==> src/rtl/rip_lsu_pkg.sv <==
// Shared constants and types for the data-memory load/store controller.
package rip_lsu_pkg;

    // RV32 funct3 encodings for loads and stores.
    localparam logic [2:0] F3_B  = 3'b000;
    localparam logic [2:0] F3_H  = 3'b001;
    localparam logic [2:0] F3_W  = 3'b010;
    localparam logic [2:0] F3_BU = 3'b100;
    localparam logic [2:0] F3_HU = 3'b101;

    typedef enum logic [1:0] {
        ST_IDLE  = 2'd0,
        ST_LOAD  = 2'd1,
        ST_MERGE = 2'd2,
        ST_RESP  = 2'd3
    } lsu_state_e;

endpackage

==> src/rtl/rip_lsu_align.sv <==
// Combinational lane logic: load extract/extend, store merge, access check.
module rip_lsu_align
    import rip_lsu_pkg::*;
(
    input  logic        chk_we,
    input  logic [2:0]  chk_funct3,
    input  logic [1:0]  chk_off,
    input  logic [2:0]  funct3,
    input  logic [1:0]  off,
    input  logic [31:0] word,
    input  logic [15:0] wdata,
    output logic [31:0] ld_data,
    output logic [31:0] st_data,
    output logic        err
);

    logic [7:0]  ld_byte;
    logic [15:0] ld_half;

    // Pick the addressed lane and extend it to 32 bits.
    always_comb begin
        ld_byte = word[{off, 3'b000} +: 8];
        ld_half = off[1] ? word[31:16] : word[15:0];
        case (funct3)
            F3_B:    ld_data = {{24{ld_byte[7]}}, ld_byte};
            F3_H:    ld_data = {{16{ld_half[15]}}, ld_half};
            F3_BU:   ld_data = {24'h0, ld_byte};
            F3_HU:   ld_data = {16'h0, ld_half};
            default: ld_data = word;
        endcase
    end

    // Replace the addressed byte/half of the old word with store data.
    always_comb begin
        st_data = word;
        case (funct3)
            F3_B:    st_data[{off, 3'b000} +: 8]   = wdata[7:0];
            F3_H:    st_data[{off[1], 4'b0000} +: 16] = wdata;
            default: st_data = word;
        endcase
    end

    // Flag misaligned halves/words and funct3 codes not legal for the direction.
    always_comb begin
        case (chk_funct3)
            F3_B:    err = 1'b0;
            F3_H:    err = chk_off[0];
            F3_W:    err = (chk_off != 2'b00);
            F3_BU:   err = chk_we;
            F3_HU:   err = chk_we | chk_off[0];
            default: err = 1'b1;
        endcase
    end

endmodule

==> src/rtl/rip_dmem_rmw_ctrl.sv <==
// Load/store controller for RAM port 1: byte/half stores via read-modify-write.
module rip_dmem_rmw_ctrl
    import rip_lsu_pkg::*;
#(
    parameter int ADDR_WIDTH = 10
) (
    input  logic                  clk,
    input  logic                  rstn,
    input  logic                  req_valid,
    output logic                  req_ready,
    input  logic                  req_we,
    input  logic [2:0]            req_funct3,
    input  logic [31:0]           req_addr,
    input  logic [31:0]           req_wdata,
    output logic                  rsp_valid,
    input  logic                  rsp_ready,
    output logic [31:0]           rsp_rdata,
    output logic                  rsp_err,
    output logic                  mem_enable,
    output logic                  mem_we,
    output logic [ADDR_WIDTH-1:0] mem_addr,
    output logic [31:0]           mem_din,
    input  logic [31:0]           mem_dout
);

    lsu_state_e            state_q, state_d;
    logic [ADDR_WIDTH-1:0] addr_q, addr_d;
    logic [2:0]            f3_q, f3_d;
    logic [1:0]            off_q, off_d;
    logic [15:0]           wdata_q, wdata_d;
    logic [31:0]           rdata_q, rdata_d;
    logic                  err_q, err_d;

    logic [31:0] ld_data, st_data;
    logic        req_err;
    logic        accept;

    // Upper byte-address bits beyond the RAM depth simply wrap.
    logic unused_addr;
    assign unused_addr = ^req_addr[31:ADDR_WIDTH+2];

    rip_lsu_align u_align (
        .chk_we     (req_we),
        .chk_funct3 (req_funct3),
        .chk_off    (req_addr[1:0]),
        .funct3     (f3_q),
        .off        (off_q),
        .word       (mem_dout),
        .wdata      (wdata_q),
        .ld_data    (ld_data),
        .st_data    (st_data),
        .err        (req_err)
    );

    // Gating with rstn keeps the request channel closed while held in reset.
    assign req_ready = (state_q == ST_IDLE) && rstn;
    assign accept    = req_valid && req_ready;
    assign rsp_valid = (state_q == ST_RESP);
    assign rsp_rdata = rdata_q;
    assign rsp_err   = err_q;

    // Next-state and RAM port-1 drive.
    always_comb begin
        state_d    = state_q;
        addr_d     = addr_q;
        f3_d       = f3_q;
        off_d      = off_q;
        wdata_d    = wdata_q;
        rdata_d    = rdata_q;
        err_d      = err_q;
        mem_enable = 1'b0;
        mem_we     = 1'b0;
        mem_addr   = '0;
        mem_din    = '0;
        case (state_q)
            ST_IDLE: begin
                if (accept) begin
                    rdata_d = '0;
                    err_d   = 1'b0;
                    if (req_err) begin
                        err_d   = 1'b1;
                        state_d = ST_RESP;
                    end else if (req_we && req_funct3 == F3_W) begin
                        mem_enable = 1'b1;
                        mem_we     = 1'b1;
                        mem_addr   = req_addr[ADDR_WIDTH+1:2];
                        mem_din    = req_wdata;
                        state_d    = ST_RESP;
                    end else begin
                        // Read the line now; loads extract it, sub-word stores merge it.
                        mem_enable = 1'b1;
                        mem_addr   = req_addr[ADDR_WIDTH+1:2];
                        addr_d     = req_addr[ADDR_WIDTH+1:2];
                        f3_d       = req_funct3;
                        off_d      = req_addr[1:0];
                        wdata_d    = req_wdata[15:0];
                        state_d    = req_we ? ST_MERGE : ST_LOAD;
                    end
                end
            end
            ST_LOAD: begin
                rdata_d = ld_data;
                state_d = ST_RESP;
            end
            ST_MERGE: begin
                mem_enable = 1'b1;
                mem_we     = 1'b1;
                mem_addr   = addr_q;
                mem_din    = st_data;
                state_d    = ST_RESP;
            end
            ST_RESP: begin
                if (rsp_ready) state_d = ST_IDLE;
            end
            default: state_d = ST_IDLE;
        endcase
    end

    // State and datapath registers, cleared asynchronously.
    always_ff @(posedge clk or negedge rstn) begin
        if (!rstn) begin
            state_q <= ST_IDLE;
            addr_q  <= '0;
            f3_q    <= '0;
            off_q   <= '0;
            wdata_q <= '0;
            rdata_q <= '0;
            err_q   <= 1'b0;
        end else begin
            state_q <= state_d;
            addr_q  <= addr_d;
            f3_q    <= f3_d;
            off_q   <= off_d;
            wdata_q <= wdata_d;
            rdata_q <= rdata_d;
            err_q   <= err_d;
        end
    end

endmodule

==> config.mk <==
export PLATFORM = sky130hd
export DESIGN_NAME = rip_dmem_rmw_ctrl
export DESIGN_NICKNAME = d
export VERILOG_FILES = /design/src/rtl/rip_lsu_pkg.sv /design/src/rtl/rip_lsu_align.sv /design/src/rtl/rip_dmem_rmw_ctrl.sv
export SDC_FILE = /design/constraint.sdc
export NUM_CORES = 1
export LEC_CHECK = 0
export ABC_AREA = 1
export BUFFER_PORTS_ARGS = -buffer_cell sky130_fd_sc_hd__buf_2
export CORE_AREA = 2 2 104 106
export CTS_CLUSTER_DIAMETER = 60
export CTS_CLUSTER_SIZE = 25
export DETAILED_ROUTE_END_ITERATION = 16
export DIE_AREA = 0 0 106 108
export GPL_ROUTABILITY_DRIVEN = 0
export PLACE_DENSITY_LB_ADDON = 0.3
export SKIP_LAST_GASP = 1
export SLEW_MARGIN = 20
export SYNTH_ARGS = -nofsm -noshare
export SYNTH_HDL_FRONTEND = slang
export SYNTH_SLANG_ARGS = --single-unit
export TNS_END_PERCENT = 30
==> constraint.sdc <==
create_clock -name clk -period 4.8 [get_ports clk]
set_input_delay 0.48 -clock clk [delete_from_list [all_inputs] [get_ports clk]]
set_output_delay 0.48 -clock clk [all_outputs]
set_load 0.02 [all_outputs]
== Word-level counts from Yosys, hierarchy flattened ==
Cells that the tools add are included.

* Bits in registers: 66
* Logic and storage cells: 71

* Bitwise gates (word level): 3
* Equal/unequal tests: 12
* Muxes and demuxes: 29
* Add/sub/neg operators: 2
* Shift operators: 5
* Reduce and logical (&&, ||, !) cells: 13

{| class="wikitable"
|+ Operators with widths
! kind !! number
|-
| one-hot mux 32 bit (2 select lines) || 3
|-
| two-way mux 32 bit || 4
|-
| one-hot mux 32 bit (4 select lines) || 1
|-
| bitwise mux 32 bit || 2
|-
| variable shift 16 x 7 -> 32 bit (first input constant) || 1
|-
| variable shift 8 x 7 -> 32 bit (first input constant) || 1
|-
| variable part select 16 x 7 -> 32 bit || 1
|-
| variable part select 32 x 6 -> 8 bit || 1
|-
| variable part select 8 x 7 -> 32 bit || 1
|-
| two-way mux 10 bit || 2
|-
| one-hot mux 10 bit (2 select lines) || 1
|-
| two-way mux 16 bit || 1
|-
| negation 5 -> 7 bit || 2
|-
| equality test 3 bit (second input constant) || 4
|-
| two-way mux 2 bit || 5
|-
| equality test 3 x 1 -> 1 bit (second input constant) || 2
|-
| zero test 3 bit || 2
|-
| two-way mux 1 bit || 6
|-
| one-hot mux 2 bit (3 select lines) || 1
|-
| AND reduction 2 bit || 3
|-
| one-hot mux 1 bit (5 select lines) || 1
|-
| equality test 2 bit (second input constant) || 2
|-
| one-hot mux 1 bit (2 select lines) || 2
|-
| AND reduction 4 bit || 1
|-
| 10 further kinds || 14
|}

== Logic depth before layout (Yosys ltp) ==
* Word-level depth: 6
* Depth in mapped cells: 11

== Cells and area by module ==
From an unflattened synthesis, not the netlist that was laid out.

* Cells, all modules: 957
* Area total of the unflattened synthesis: 5,790.6 µm²

{| class="wikitable"
|+ By module, submodules not included
! module !! sequential area each (µm²) !! instances !! area an instance (µm²) !! cells each
|-
| rip_dmem_rmw_ctrl || 1,651.6 || 1 || 3,402.0 || 459
|-
| rip_lsu_align || 0.0 || 1 || 2,388.5 || 498
|}

== Worst setup path after synthesis ==
Ideal clock, no wire load.

* Path type: flip-flop to output port
* From: reg state_q[0]
* To: out mem_addr[1]
* Data required time: 4,320 ps
* Stages on the path, launching flop included: 8
* Path slack: 2,625 ps
* Path buffers: 1
* Arrival: 1,695 ps
* Path through: dfrtp_1 inv_1 ha_1 nand3_1 inv_1 nand2_4 buf_2 o21ai_0

* Word-level cells in the longest chain between the ends: 5
* Elaborated cells between the ends (all ways): 6
* Classes of those cells: 1 x eq/ne; 2 x mux; 3 x reduce/logical

{| class="wikitable"
|+ RTL lines
! item !! RTL line !! RTL
|-
| from (decl) || rip_dmem_rmw_ctrl.sv:26 || <nowiki>lsu_state_e state_q, state_d;</nowiki>
|-
| from (signal assigned) || rip_dmem_rmw_ctrl.sv:130 || <nowiki>state_q <= state_d;</nowiki>
|-
| zero test 2 bit || rip_dmem_rmw_ctrl.sv:56, rip_dmem_rmw_ctrl.sv:75 ||
|-
| logical AND 1 bit || rip_dmem_rmw_ctrl.sv:56 || <nowiki>assign req_ready = (state_q == ST_IDLE) && rstn;</nowiki>
|-
| logical AND 1 bit || rip_dmem_rmw_ctrl.sv:57 || <nowiki>assign accept = req_valid && req_ready;</nowiki>
|-
| two-way mux 10 bit || rip_dmem_rmw_ctrl.sv:77 || <nowiki>if (accept) begin</nowiki>
|-
| one-hot mux 10 bit (2 select lines) * || rip_dmem_rmw_ctrl.sv:75 || <nowiki>case (state_q)</nowiki>
|-
| to (decl) || rip_dmem_rmw_ctrl.sv:21 || <nowiki>output logic [ADDR_WIDTH-1:0] mem_addr,</nowiki>
|}

Every way passes the cells marked *; elsewhere a longest branch is shown, timed or not.

== Worst setup path in the final report ==
* From: reg off_q[0]
* To: out mem_din[23]

* Word-level cells in the longest chain between the ends: 5
* Elaborated cells between the ends (all ways): 6
* Classes of those cells: 1 x add/sub; 2 x shift; 3 x mux

{| class="wikitable"
|+ RTL lines
! item !! RTL line !! RTL
|-
| from (decl) || rip_dmem_rmw_ctrl.sv:29 || <nowiki>logic [1:0] off_q, off_d;</nowiki>
|-
| from (signal assigned) || rip_dmem_rmw_ctrl.sv:125 || <nowiki>off_q <= '0;</nowiki>
|-
| from (signal assigned) || rip_dmem_rmw_ctrl.sv:133 || <nowiki>off_q <= off_d;</nowiki>
|-
| negation 5 -> 7 bit * || rip_lsu_align.sv:37 || <nowiki>F3_B: st_data[{off, 3'b000} +: 8] = wdata[7:0];</nowiki>
|-
| variable part select 8 x 7 -> 32 bit / variable shift 8 x 7 -> 32 bit (equally long branches) || rip_lsu_align.sv:37 ||
|-
| bitwise mux 32 bit * || rip_lsu_align.sv:37 ||
|-
| one-hot mux 32 bit (2 select lines) * || rip_lsu_align.sv:36 || <nowiki>case (funct3)</nowiki>
|-
| one-hot mux 32 bit (2 select lines) * || rip_dmem_rmw_ctrl.sv:75 ||
|-
| to (decl) || rip_dmem_rmw_ctrl.sv:22 || <nowiki>output logic [31:0] mem_din,</nowiki>
|}

Marked as above.

==> impl_metrics.yaml <==
run_status:
  status: "complete, no violations"
sta:
  period_needed_ns: 3.377
  max_freq_ghz: 0.2961
  skew_ns: 0.009354
  final-max-slew-violation-count: 0
  finalCritPeriodShare: 0.7035
  setup_viol: 0
  relSlewSlack: 0.3606
  worstMarginPinSlew_ns: 0.9591
  hold_violations: 0
  tns_ns: 0
  fin_hold_ws_ns: 0.3552
  rsz0062_at_grt: "false"
die:
  ios: 183
  die_h_um: 108
  die_w_um: 106
  coreArea_mm2: 0.01023
  dieArea_mm2: 0.01145
  start_util: 0.4933
  core.rowCount: 37
clock_network:
  clkSinkCount: 66
  clkTransAtPathRegs_ns: 0.08
  cts_setup_buffers: 0
  clockBufferDepth: 2
  clock_latency_ns: 0.36
  numCtsBuffers: 9
  hold_buffers: 0
  h-tree-depth: 3
  post_cts_resized: 0
  cts-root-buf: "clkbuf_8"
  cts_tree: "yes"
setup_path:
  startpoint: "off_q[0]"
  end_kind: "primary output"
  r2r_end: "rsp_rdata[8]"
  cp.arrival_ns: 2.90
  r2r_start: "f3_q[1]"
  r2r_setup_slack_ns: 2.51
  r2r_cells: 7
  path_class: "reg -> out"
  critical_path_required_ns: 4.32
  worstPathMaxFanout: 17
  critPathLaunchType: "register"
finish:
  area_delta_synth_final_pct: 19.73
  nets: 1068
  antennaDiodeCount: 0
  layout-drive-gt1-share: 0.2167
route:
  via_count: 5668
  drt-pass1-iter-count: 6
  viasPerCell: 5.172
  drc: 0
  avgRoutedWirePerCell_um: 13.94
  drtIter0Drc: 521
  postRouteAntennaNets: 0
  routed_wl_mm: 15.28
synth:
  syn_nets: 933
  yosysTopAreaCellShare: 0.3272
  synth_fa_ha_area_frac: 0.02231
  synth_common_cells: "nand2_1 (342), inv_1 (78), dfrtp_1 (66), nand3_1 (56), nor2_1 (56)"
  synth_seq_cells: 66
  async_flop_share: 1.000
  synth_xor_area_frac: 0
  yosys.area.top_type: "dfrtp_1"
  yosysMostFrequentCell: "nand2_1"
  synth_edf_count: 0
  synthSimpleGateAreaFrac: 0.3889
  syn-cell-area_mm2: 0.005047
  synth_mux_area_frac: 0
  synth_cells: 820
  ys.flop_type: "dfrtp_1"
  synth_cell_type_count: 29
  yosysSeqAreaShare: 0.3272
  avgSynthCellArea_um2: 6.155
  yosysWarnings: 0
  synth_top_family_by_area: "simple AND/OR/NAND/NOR gates"
  synth_area_leaders: "dfrtp_1 (33%), nand2_1 (25%), inv_1 (5.8%)"
  synth_compound_area_frac: 0.1517
global_routing:
  grt_pass1_wl_mm: 24.27
  grt_use_met1: 0.3641
  grt_use_met2: 0.4253
  grt-ovfl-total: 0
  grt_util_met3: 0.04641
  grt_max_degree: 68
  antenna_found_initial: 0
  grt_use_total: 0.2662
  grt_pass1_vias: 5010
  top_usage_layer: "met2"
worst_hold_path:
  hp-class: "in -> reg"
  min_from: "req_wdata[12]"
  min_to: "wdata_q[12]"
  hold_depth: 3
power_and_ir_drop:
  p_leak_uw: 0.003515
  powerDensity_mw_per_mm2: 647.8
  irDropWorstVdd_v: 0.0003958
placement:
  io_buffer_count: 162
  hpwl_mm: 11.31
job:
  cap_violations: 0
==> layout by cell type (no fill, tap or decap) <==
cell	n
inv_1	78
nor3_1	1
o211ai_1	7
nor2_4	2
nand3_1	56
nand2_2	6
nor2_8	1
a21oi_1	41
buf_2	162
nor3_4	1
nand2_1	342
inv_4	1
clkinv_4	1
o21a_1	1
nor2_2	1
o21ai_0	44
nor2_1	56
or2_2	3
nand3_4	1
inv_2	6
nand3_2	3
clkbuf_8	9
bufinv_16	2
clkinv_2	2
o21ai_1	35
buf_4	3
nand2_4	2
dfrtp_1	66
clkinvlp_4	2
ha_1	9
a31oi_1	12
o21bai_1	4
==> through the flow <==
stage	instances	power [uW]	utilization	setup slack [ns]	cell area [um2]
after floorplan	820	2751	-	2.625	5047
after global placement	1080	3334	0.5687	1.883	5818
after detailed placement	1080	3365	0.5687	1.813	5818
after CTS	1096	3898	0.5899	1.422	6036
after global routing	1096	4239	0.5907	1.138	6043
final	1096	3915	0.5907	1.423	6043
==> sequential cells by signal (all words and copies together), names as in the netlist <==
name and flops:
off_q 2, state_q 2, addr_q 10, f3_q 3
wdata_q 16, rsp_err 1, rsp_rdata 32
==> per-layer routing <==
layer	wire length (um)	up-vias	share of wire
li1	-	2857	-
met1	6851	2550	0.45
met2	6875	223	0.45
met3	1149	38	0.075
met4	403	0	0.026
met5	0	-	0
==> layout make-up <==
cell class / count / area [um2]
clock buffer: 9 / 123.9
clock inverter: 7 / 93.84
fill: 1098 / 4188
inverter: 85 / 321.6
multi-input combinational: 628 / 2849
sequential: 66 / 1652
tap: 136 / 170.2
timing repair buffer: 165 / 833.3
==> critical path: stages (launching register included) <==
cell	delay [ns]
dfrtp_1	0.74
inv_1	0.24
ha_1	0.57
inv_1	0.22
nor2_1	0.13
nand2_1	0.07
nor2_1	0.11
a21oi_1	0.05
nand2_1	0.11
nand2_1	0.06
nand2_1	0.08
buf_2	0.15
==> where the power goes <==
| group | switching (uW) | internal (uW) | total (uW) | leakage (uW) |
|---|---|---|---|---|
| clock network | 238 | 291 | 529 | 0.000105 |
| logic | 1630 | 745 | 2370 | 0.00257 |
| registers | 222 | 793 | 1020 | 0.000842 |
| total | 2080 | 1830 | 3910 | 0.00351 |
==> logic make-up after synthesis <==
family | Yosys count
AOI/OAI and AO/OA | 144
DFF | 66
and+or+nand+nor | 475
buffers and inverters | 126
adders and majority gates | 9
==> how the worst max path moves through the flow <==
stage	endpoint	cells after the start
2_1_floorplan	mem_addr[1]	7
3_3_place_gp	mem_din[9]	7
3_5_place_dp	mem_din[20]	7
4_1_cts	mem_din[20]	7
5_1_grt	mem_din[8]	7
6_report	mem_din[23]	11
(Power assumes the default switching activity.)
